`config.mk`:
```
export PLATFORM = sky130hd
export DESIGN_NAME = ray_column_sequencer
export DESIGN_NICKNAME = d
export VERILOG_FILES = /design/src/rtl/ray_pkg.sv /design/src/rtl/pose_snapshot_reg.sv /design/src/rtl/ray_column_sequencer.sv
export SDC_FILE = /design/constraint.sdc
export NUM_CORES = 1
export LEC_CHECK = 0
export CAP_MARGIN = 20
export CORE_MARGIN = 2
export CORE_UTILIZATION = 40
export DETAILED_ROUTE_END_ITERATION = 16
export HOLD_SLACK_MARGIN = 0.06
export PLACE_DENSITY = 0.8
export SYNTH_ARGS = -nofsm -noshare
export SYNTH_HDL_FRONTEND = slang
export SYNTH_SLANG_ARGS = --single-unit
export TNS_END_PERCENT = 5
```
`constraint.sdc`:
```
create_clock -name pixel_clk_in -period 1.9 [get_ports pixel_clk_in]
set_input_delay 0.285 -clock pixel_clk_in [delete_from_list [all_inputs] [get_ports pixel_clk_in]]
set_output_delay 0.285 -clock pixel_clk_in [all_outputs]
set_load 0.01 [all_outputs]
```
`src/rtl/ray_pkg.sv`:
```
// Shared ray-pipeline types and sizes: sequencer states, screen geometry, Q8.8 pose word.
package ray_pkg;

  localparam int SCREEN_WIDTH = 320;
  localparam int HCOUNT_WIDTH = 9;
  localparam int POSE_WIDTH   = 16;

  typedef logic signed [POSE_WIDTH-1:0] pose_t;

  typedef enum logic [2:0] {
    IDLE,
    ISSUE,
    WAIT_CALC,
    SETTLE,
    DONE
  } seq_state_t;

endpackage

```
`src/rtl/pose_snapshot_reg.sv`:
```
// Six-field load-enable register bank holding the frame-stable player pose.
// Loads in one cycle when i_load is high; holds otherwise; no backpressure.
module pose_snapshot_reg
  import ray_pkg::*;
#(
  parameter int W = POSE_WIDTH
) (
  input  logic         i_clk,
  input  logic         i_rst,
  input  logic         i_load,
  input  logic [W-1:0] i_pos_x,
  input  logic [W-1:0] i_pos_y,
  input  logic [W-1:0] i_dir_x,
  input  logic [W-1:0] i_dir_y,
  input  logic [W-1:0] i_plane_x,
  input  logic [W-1:0] i_plane_y,
  output logic [W-1:0] o_pos_x,
  output logic [W-1:0] o_pos_y,
  output logic [W-1:0] o_dir_x,
  output logic [W-1:0] o_dir_y,
  output logic [W-1:0] o_plane_x,
  output logic [W-1:0] o_plane_y
);

  always_ff @(posedge i_clk) begin
    if (i_rst) begin
      o_pos_x   <= '0;
      o_pos_y   <= '0;
      o_dir_x   <= '0;
      o_dir_y   <= '0;
      o_plane_x <= '0;
      o_plane_y <= '0;
    end else if (i_load) begin
      o_pos_x   <= i_pos_x;
      o_pos_y   <= i_pos_y;
      o_dir_x   <= i_dir_x;
      o_dir_y   <= i_dir_y;
      o_plane_x <= i_plane_x;
      o_plane_y <= i_plane_y;
    end
  end

endmodule

```
`src/rtl/ray_column_sequencer.sv`:
```
// Steps one frame of columns through the ray calculator; tabulate 1 cycle after frame_start,
// next column 2 cycles after each transfer; the transfer is held off while the DDA FIFO is full.
module ray_column_sequencer #(
  parameter int SCREEN_WIDTH   = ray_pkg::SCREEN_WIDTH,
  parameter int HCOUNT_WIDTH   = ray_pkg::HCOUNT_WIDTH,
  parameter int POSE_WIDTH     = ray_pkg::POSE_WIDTH,
  parameter int TIMEOUT_CYCLES = 64,
  parameter int TIMEOUT_WIDTH  = 7
) (
  input  logic                    pixel_clk_in,
  input  logic                    rst_in,
  input  logic                    frame_start_in,
  input  logic                    clear_err_in,
  input  logic [POSE_WIDTH-1:0]   posX_in,
  input  logic [POSE_WIDTH-1:0]   posY_in,
  input  logic [POSE_WIDTH-1:0]   dirX_in,
  input  logic [POSE_WIDTH-1:0]   dirY_in,
  input  logic [POSE_WIDTH-1:0]   planeX_in,
  input  logic [POSE_WIDTH-1:0]   planeY_in,
  input  logic                    calc_valid_in,
  input  logic [HCOUNT_WIDTH-1:0] calc_hcount_in,
  input  logic                    fifo_full_in,
  output logic [POSE_WIDTH-1:0]   posX_out,
  output logic [POSE_WIDTH-1:0]   posY_out,
  output logic [POSE_WIDTH-1:0]   dirX_out,
  output logic [POSE_WIDTH-1:0]   dirY_out,
  output logic [POSE_WIDTH-1:0]   planeX_out,
  output logic [POSE_WIDTH-1:0]   planeY_out,
  output logic [HCOUNT_WIDTH-1:0] hcount_out,
  output logic                    tabulate_out,
  output logic                    dda_data_ready_out,
  output logic                    busy_out,
  output logic                    frame_done_out,
  output logic                    timeout_err_out,
  output logic                    seq_err_out,
  output logic                    overrun_err_out
);

  import ray_pkg::*;

  seq_state_t                r_state;
  seq_state_t                w_state_next;
  logic [HCOUNT_WIDTH-1:0]   r_hcount;
  logic [TIMEOUT_WIDTH-1:0]  r_wdog;
  logic [TIMEOUT_WIDTH-1:0]  w_wdog_inc;
  logic                      r_timeout_err;
  logic                      r_seq_err;
  logic                      r_overrun_err;
  logic                      w_pose_load;
  logic                      w_xfer;
  logic                      w_timeout;
  logic                      w_last_col;

  assign w_wdog_inc = r_wdog + 1'b1;
  assign w_last_col = (r_hcount == HCOUNT_WIDTH'(SCREEN_WIDTH - 1));

  always_ff @(posedge pixel_clk_in) begin
    if (rst_in) r_state <= IDLE;
    else        r_state <= w_state_next;
  end

  always_comb begin
    w_state_next       = r_state;
    w_pose_load        = 1'b0;
    w_xfer             = 1'b0;
    w_timeout          = 1'b0;
    tabulate_out       = 1'b0;
    dda_data_ready_out = 1'b0;
    frame_done_out     = 1'b0;
    busy_out           = 1'b1;
    case (r_state)
      IDLE: begin
        busy_out = 1'b0;
        if (frame_start_in) begin
          w_pose_load  = 1'b1;
          w_state_next = ISSUE;
        end
      end
      ISSUE: begin
        tabulate_out = 1'b1;
        w_state_next = WAIT_CALC;
      end
      WAIT_CALC: begin
        dda_data_ready_out = !fifo_full_in;
        w_xfer             = calc_valid_in && !fifo_full_in;
        if (w_xfer) begin
          w_state_next = SETTLE;
        end else if (w_wdog_inc == TIMEOUT_WIDTH'(TIMEOUT_CYCLES)) begin
          w_timeout    = 1'b1;
          w_state_next = DONE;
        end
      end
      // Calculator valid may linger one cycle after the transfer; it is not looked at here.
      SETTLE: w_state_next = w_last_col ? DONE : ISSUE;
      DONE: begin
        frame_done_out = 1'b1;
        w_state_next   = IDLE;
      end
      default: w_state_next = IDLE;
    endcase
  end

  always_ff @(posedge pixel_clk_in) begin
    if (rst_in) begin
      r_hcount      <= '0;
      r_wdog        <= '0;
      r_timeout_err <= 1'b0;
      r_seq_err     <= 1'b0;
      r_overrun_err <= 1'b0;
    end else begin
      if (w_pose_load)
        r_hcount <= '0;
      else if (r_state == SETTLE && !w_last_col)
        r_hcount <= r_hcount + 1'b1;

      if (r_state == ISSUE)
        r_wdog <= '0;
      else if (r_state == WAIT_CALC && !w_xfer)
        r_wdog <= w_wdog_inc;

      // Error events take priority over a simultaneous clear.
      if (w_timeout)         r_timeout_err <= 1'b1;
      else if (clear_err_in) r_timeout_err <= 1'b0;

      if (w_xfer && calc_hcount_in != r_hcount) r_seq_err <= 1'b1;
      else if (clear_err_in)                    r_seq_err <= 1'b0;

      if (frame_start_in && r_state != IDLE) r_overrun_err <= 1'b1;
      else if (clear_err_in)                 r_overrun_err <= 1'b0;
    end
  end

  assign hcount_out      = r_hcount;
  assign timeout_err_out = r_timeout_err;
  assign seq_err_out     = r_seq_err;
  assign overrun_err_out = r_overrun_err;

  pose_snapshot_reg #(
    .W(POSE_WIDTH)
  ) u_pose (
    .i_clk     (pixel_clk_in),
    .i_rst     (rst_in),
    .i_load    (w_pose_load),
    .i_pos_x   (posX_in),
    .i_pos_y   (posY_in),
    .i_dir_x   (dirX_in),
    .i_dir_y   (dirY_in),
    .i_plane_x (planeX_in),
    .i_plane_y (planeY_in),
    .o_pos_x   (posX_out),
    .o_pos_y   (posY_out),
    .o_dir_x   (dirX_out),
    .o_dir_y   (dirY_out),
    .o_plane_x (planeX_out),
    .o_plane_y (planeY_out)
  );

endmodule

```
==> results_dict.tcl, run 1 <==
set metrics [dict create \
    status "finished, violations left" \
    violations "negative setup slack" \
    drtPass1Iterations 5 \
    leakagePower_nw 2.79 \
    drc 0 \
    start_kind "register" \
    viasPerCell 4.86 \
    numCtsBuffers 17 \
    syn-cell-area_sq_um 4470 \
    hold_viol_final 0 \
    async_flop_share 0 \
    first_iter_violations 295 \
    grt_max_degree 64 \
    yosys.area_share.simple 0.244 \
    hp-class "in -> reg" \
    regToRegSetupSlack_ps 80 \
    power_density_nw_per_um2 988 \
    antenna_found_initial 0 \
    synth_adder_area_share 0.00840 \
    crit_type "reg -> out" \
    nets 886 \
    synth_compound_area_frac 0.129 \
    die_x_um 110 \
    wl_met2_um 6900 \
    routedWlPerCell_um 14.6 \
    dr.max_layer_used "met4" \
    place.port_buffers 222 \
    grt_util_all_layers 0.226 \
    synth_top_family_by_area "simple AND/OR/NAND/NOR gates" \
    muxShareOfSynthArea 0.00448 \
    drive_above_1_share 0.0764 \
    clockBufferDepth 2 \
    worstReg2RegEnd "r_state[2]$_SDFFE_PP0P_" \
    fillCellCount 866 \
    min_path_cells 3 \
    vdd_drop_max_uv 470 \
    grt_remaining_overflow 0 \
    worstHoldEndpoint "u_pose.o_dir_x[8]$_SDFFE_PP0P_" \
    dieHeight_um 110 \
    antennaDiodeCount 0 \
    worstPathMaxFanout 8 \
    synth.area.top_cells "dfxtp_1 53%, nand2_1 17%, a21oi_1 11%" \
    place_congestion 0.820 \
    fin_area_sq_um 7480 \
    ys_types 34 \
    drt_wl_total_um 13500 \
    clkTransAtPathRegs_ps 60 \
    drv_slew 0 \
    synth.yosys.seq_area_share 0.529 \
    synth.top_cells.by_count "200 x nand2_1, 118 x dfxtp_1, 102 x a21oi_1" \
    yosys_warnings 0 \
    synth_xor_xnor_area_share 0.0470 \
    required_ps 1620 \
    max_freq_mhz 524 \
    fin_skew_ps 10.1 \
    clockRootBuffer "clkbuf_8" \
    max_cap_violations 0 \
    wl_met3_um 1050 \
    synth-seq-cells 118 \
    start_util 0.410 \
    grt_pass1_vias 4554 \
    cp_data_arrival_time_ps 1620 \
    min-delay-start "dirX_in[8]" \
    fin_crit_ps 1910 \
    yosysTopAreaCell "dfxtp_1" \
    synthDominantCellAreaShare 0.529 \
    wl_met1_um 5230 \
    ant_nets 0 \
    core_sq_um 10900 \
    syn_inst 555 \
    num_io_pins 223 \
    rows 38 \
    fin_setup_tns_ps -9.45 \
    worstMarginPinSlew_ps 653 \
    relSlewSlack 0.565 \
    dieArea_sq_um 12000 \
    syn_to_final_growth_pct 67.5 \
    setup_viol 1 \
    rsz0062_at_grt "yes" \
    finalWorstSetupSlack_ps -9.45 \
    grt_pass1_wl_um 21300 \
    place_hpwl_um 9420 \
    r2r-start "r_wdog[0]$_SDFFE_PP0P_" \
    synth_area_per_cell_sq_um 8.05 \
    insertion_delay_ps 500 \
    cp-end-kind "primary output" \
    place_area_sq_um 6840 \
    synth_edf_count 0 \
    synth-main-ff-cell "dfxtp_1" \
    cts_tree "built" \
    cts_htree_levels 4 \
    synth_nets 669 \
    rr_worst_depth 6 \
    dp_slack_ps 131 \
    fin_crit_sh 1.00 \
    vias 4499 \
    synth.most_common_cell "nand2_1" \
    numClockSinks 118 \
]
## stage by stage
step | instances | power [mW] | util | hold slack [ps]
global route | 925 | 7.71 | 0.687 | 312
detailed placement | 891 | 4.15 | 0.628 | 446
finish | 925 | 7.39 | 0.687 | 332
CTS | 925 | 7.47 | 0.687 | 303
global placement | 891 | 4.11 | 0.628 | 441
floorplan | 555 | 3.38 | - | 421
## cells by family after synthesis
kind of cell	after synthesis
DFF	118
xor gates and xnor gates	24
buffers and inverters	39
adders and majority gates	3
AOI/OAI and AO/OA	111
and+or+nand+nor	258
muxes	2
## final cells by class
type	count	area, sq um	share of cell area
Timing Repair Buffer	234	2350	0.314
Tap cell	140	175	0.0234
Clock inverter	7	115	0.0154
Multi-Input combinational cell	398	1960	0.261
Inverter	3	11.3	0.00150
Clock buffer	25	504	0.0674
Sequential cell	118	2370	0.317
## report_power, final
part           internal [mW]  total (mW)  switching [mW]
logic                  0.714        1.34           0.622
registers               2.67        2.77           0.103
clock network           2.21        3.29            1.08
## sequential cells by signal (all words and copies together) (netlist names)
name / count
overrun_err_out: 1
timeout_err_out: 1
seq_err_out: 1
r_wdog: 7
hcount_out: 9
u_pose.o_plane_y: 16
u_pose.o_dir_y: 16
u_pose.o_pos_x: 16
u_pose.o_pos_y: 16
r_state: 3
u_pose.o_plane_x: 16
u_pose.o_dir_x: 16
## how the worst max path moves through the flow
stage                                 start                      end  slack [ps]  depth (start not counted)
global placement     r_wdog[0]$_SDFFE_PP0P_  r_state[1]$_SDFFE_PP0P_         180                          6
global route        r_state[0]$_SDFFE_PP0P_             tabulate_out         -90                          3
finish              r_state[0]$_SDFFE_PP0P_             tabulate_out          -9                          3
floorplan            r_wdog[0]$_SDFFE_PP0P_  r_state[1]$_SDFFE_PP0P_         220                          6
detailed placement   r_wdog[0]$_SDFFE_PP0P_  r_state[1]$_SDFFE_PP0P_         130                          6
CTS                 r_state[2]$_SDFFE_PP0P_       dda_data_ready_out           1                          3
## routing by layer
layer	global-route usage	up-vias
met3	0.0682	24
met2	0.409	184
li1	-	2239
met5	0	-
met1	0.241	2052
met4	0.0986	0
## cell usage in the layout, fill, tap and decap left out, types with 5 or more instances in the layout
master / count
a21oi_1: 102
xnor2_1: 12
xor2_1: 12
nor2_1: 20
nand4_1: 6
clkbuf_16: 16
clkbuf_8: 7
dfxtp_1: 113
dfxtp_2: 5
buf_4: 8
nand2_1: 199
clkdlybuf4s50_1: 217
## worst max-delay path: stages, from the launching register on
cell and delay [ps]:
dfxtp_2 390, inv_1 100, nor3_1 290, dlygate4sd2_1 340
## what timing repair did
| action | 4_1_cts | 5_1_grt |
|---|---|---|
| endpoints found under the hold margin | 7 | 0 |
| setup buffers | 1 | 0 |
| hold buffers | 1 | 0 |
| gates resized for setup | 9 | 6 |
| setup endpoints to repair | 5 | 8 |
| pin swaps | 1 | 1 |
No activity file was read; power rests on OpenSTA's default activity.
==> inputs of run 2 (changes only) <==
--- a/config.mk
+++ b/config.mk
@@ -9,8 +9,10 @@
 export CORE_MARGIN = 2
 export CORE_UTILIZATION = 40
 export DETAILED_ROUTE_END_ITERATION = 16
+export GPL_TIMING_DRIVEN = 0
 export HOLD_SLACK_MARGIN = 0.06
 export PLACE_DENSITY = 0.8
+export SETUP_SLACK_MARGIN = 0.1
 export SYNTH_ARGS = -nofsm -noshare
 export SYNTH_HDL_FRONTEND = slang
 export SYNTH_SLANG_ARGS = --single-unit
==> run 2 against run 1 <==
Utilization increased by 0.48 points. Sequential power hardly changed. Setup slack better by 66 ps. Combinational power is essentially flat. Sequential share of layout area shrank 0.12 points. Fmax up 3.6%. Largest power group unchanged. Flip-flop and latch count unchanged. Non-clock buffer count is 28 higher. The run now ends clean. Power down 1.5%. Clock skew decreased by 4.2 ps. Final area grew 0.70%. Via count grew 3.0%. Highest routed layer unchanged.
==> results_dict.tcl, run 2 (synthesized netlist as in run 1, its figures left out) <==
set metrics [dict create \
    cts_htree_levels 4 \
    first_iter_violations 219 \
    grt_max_degree 17 \
    ant_nets 0 \
    setup_viol 0 \
    drv_slew 0 \
    clockBufferDepth 2 \
    grt_util_all_layers 0.229 \
    post-place-cells 917 \
    dieHeight_um 110 \
    place_hpwl_um 10300 \
    fin_skew_ps 5.88 \
    start_util 0.410 \
    antennaDiodeCount 0 \
    rr_worst_depth 6 \
    cp-end-kind "register" \
    drt_wl_total_um 13700 \
    grt_pass1_vias 4636 \
    worstMarginPinSlew_ps 495 \
    power_density_nw_per_um2 966 \
    vias 4636 \
    fin_area_sq_um 7540 \
    rows 38 \
    drc 0 \
    core_sq_um 10900 \
    crit_path_end "r_state[2]$_SDFFE_PP0P_" \
    clkTransAtPathRegs_ps 60 \
    grt_remaining_overflow 0 \
    clockRootBuffer "clkbuf_8" \
    start_kind "register" \
    status "finished clean" \
    crit_type "reg -> reg" \
    required_ps 2330 \
    hold_viol_final 0 \
    holdWs_ps 328 \
    postLayoutCoreUtil 0.692 \
    max_freq_mhz 542 \
    worstReg2RegEnd "r_state[2]$_SDFFE_PP0P_" \
    place_area_sq_um 6870 \
    r2r-start "r_wdog[1]$_SDFFE_PP0P_" \
    p_total_mw 7.28 \
    worstPathMaxFanout 5 \
    dieArea_sq_um 12000 \
    viasPerCell 4.86 \
    cp_data_arrival_time_ps 2270 \
    die_x_um 110 \
    numClockSinks 118 \
    fin_crit_sh 0.970 \
    relSlewSlack 0.670 \
    regToRegSetupSlack_ps 60 \
    hp-class "in -> reg" \
    routedWlPerCell_um 14.4 \
    syn_to_final_growth_pct 68.7 \
    final_common_cell "clkdlybuf4s50_1" \
    nets 914 \
    cts_hold_buf 0 \
    grt_pass1_wl_um 21400 \
    final-instance-count-excl-fill 953 \
    cts_tree "built" \
    max_cap_violations 0 \
    numCtsBuffers 17 \
    fin_crit_ps 1840 \
    num_io_pins 223 \
    insertion_delay_ps 500 \
    max_stage_delay_ps 470 \
    place.port_buffers 222 \
    rsz0062_at_grt "yes" \
    crit_path_cell_trace "ha_2 > and3_1 > or3b_2 > o21ai_2 > nand4_1 > a21oi_2" \
    drtPass1Iterations 4 \
    drive_above_1_share 0.101 \
    vdd_drop_max_uv 567 \
    fillCellCount 853 \
    leakagePower_nw 2.82 \
    startpoint "r_wdog[1]$_SDFFE_PP0P_" \
    crit_slowest_cell "or3b_2" \
    antenna_found_initial 0 \
    place_congestion 0.827 \
    final_cell_mix "217 x clkdlybuf4s50_1, 200 x nand2_1, 107 x dfxtp_1" \
]
-- run 2: worst max-delay path: cells and delay by family, from the launching register on --
family	cells	cell delay [ps]
AND/OR/NAND/NOR	3	920
flip-flops	1	360
AO/OA/AOI/OAI	2	290
adder cells (fa/ha/maj)	1	210
-- run 2: cell type report --
| cell class | count | area [sq um] | share of cell area |
|---|---|---|---|
| Clock inverter | 12 | 153 | 0.0203 |
| Multi-Input combinational cell | 398 | 1970 | 0.261 |
| Clock buffer | 20 | 445 | 0.0591 |
| Tap cell | 140 | 175 | 0.0232 |
| Buffer | 36 | 168 | 0.0222 |
| Sequential cell | 118 | 2380 | 0.315 |
| Timing Repair Buffer | 226 | 2240 | 0.298 |
| Inverter | 3 | 11.3 | 0.00149 |
-- run 2: what timing repair did --
item / CTS / global route
gates resized for setup: 28 / 13
endpoints found under the setup margin: 55 / 43
cloned: 0 / 1
buffers inserted: 1 / 2
pin swaps: 3 / 4
-- run 2: per-stage QoR --
step,setup TNS [ps],setup WS [ps]
final,0,56.1
after global routing,0,3.55
after CTS,0,24.6
after detailed placement,-8400,-467
after global placement,-8020,-415
after floorplan,0,224
-- run 2: worst min path at each step --
stage / start / cells after the start / to / slack [ps]
3_3_place_gp: u_pose.o_dir_y[14]$_SDFFE_PP0P_ / 2 / u_pose.o_dir_y[14]$_SDFFE_PP0P_ / 440
5_1_grt: posY_in[5] / 3 / u_pose.o_pos_y[5]$_SDFFE_PP0P_ / 330
2_1_floorplan: dirX_in[0] / 2 / u_pose.o_dir_x[0]$_SDFFE_PP0P_ / 420
6_report: dirY_in[0] / 3 / u_pose.o_dir_y[0]$_SDFFE_PP0P_ / 330
4_1_cts: dirY_in[0] / 3 / u_pose.o_dir_y[0]$_SDFFE_PP0P_ / 310
3_5_place_dp: u_pose.o_plane_y[4]$_SDFFE_PP0P_ / 2 / u_pose.o_plane_y[4]$_SDFFE_PP0P_ / 450
-- run 2: metal layers --
layer	wire [um]	share of wire	GRT usage
met2	6990	0.51	0.407
met5	0	0	0
met4	335	0.024	0.0995
met1	5400	0.39	0.252
met3	970	0.071	0.0688
-- run 2: report_power, final --
part / switching (mW) / total [mW] / internal (mW) / leakage (nW)
sequential: 0.106 / 2.77 / 2.67 / 0.970
clock: 1.11 / 3.17 / 2.06 / 0.283
combinational: 0.627 / 1.34 / 0.713 / 1.57
total: 1.84 / 7.28 / 5.44 / 2.82
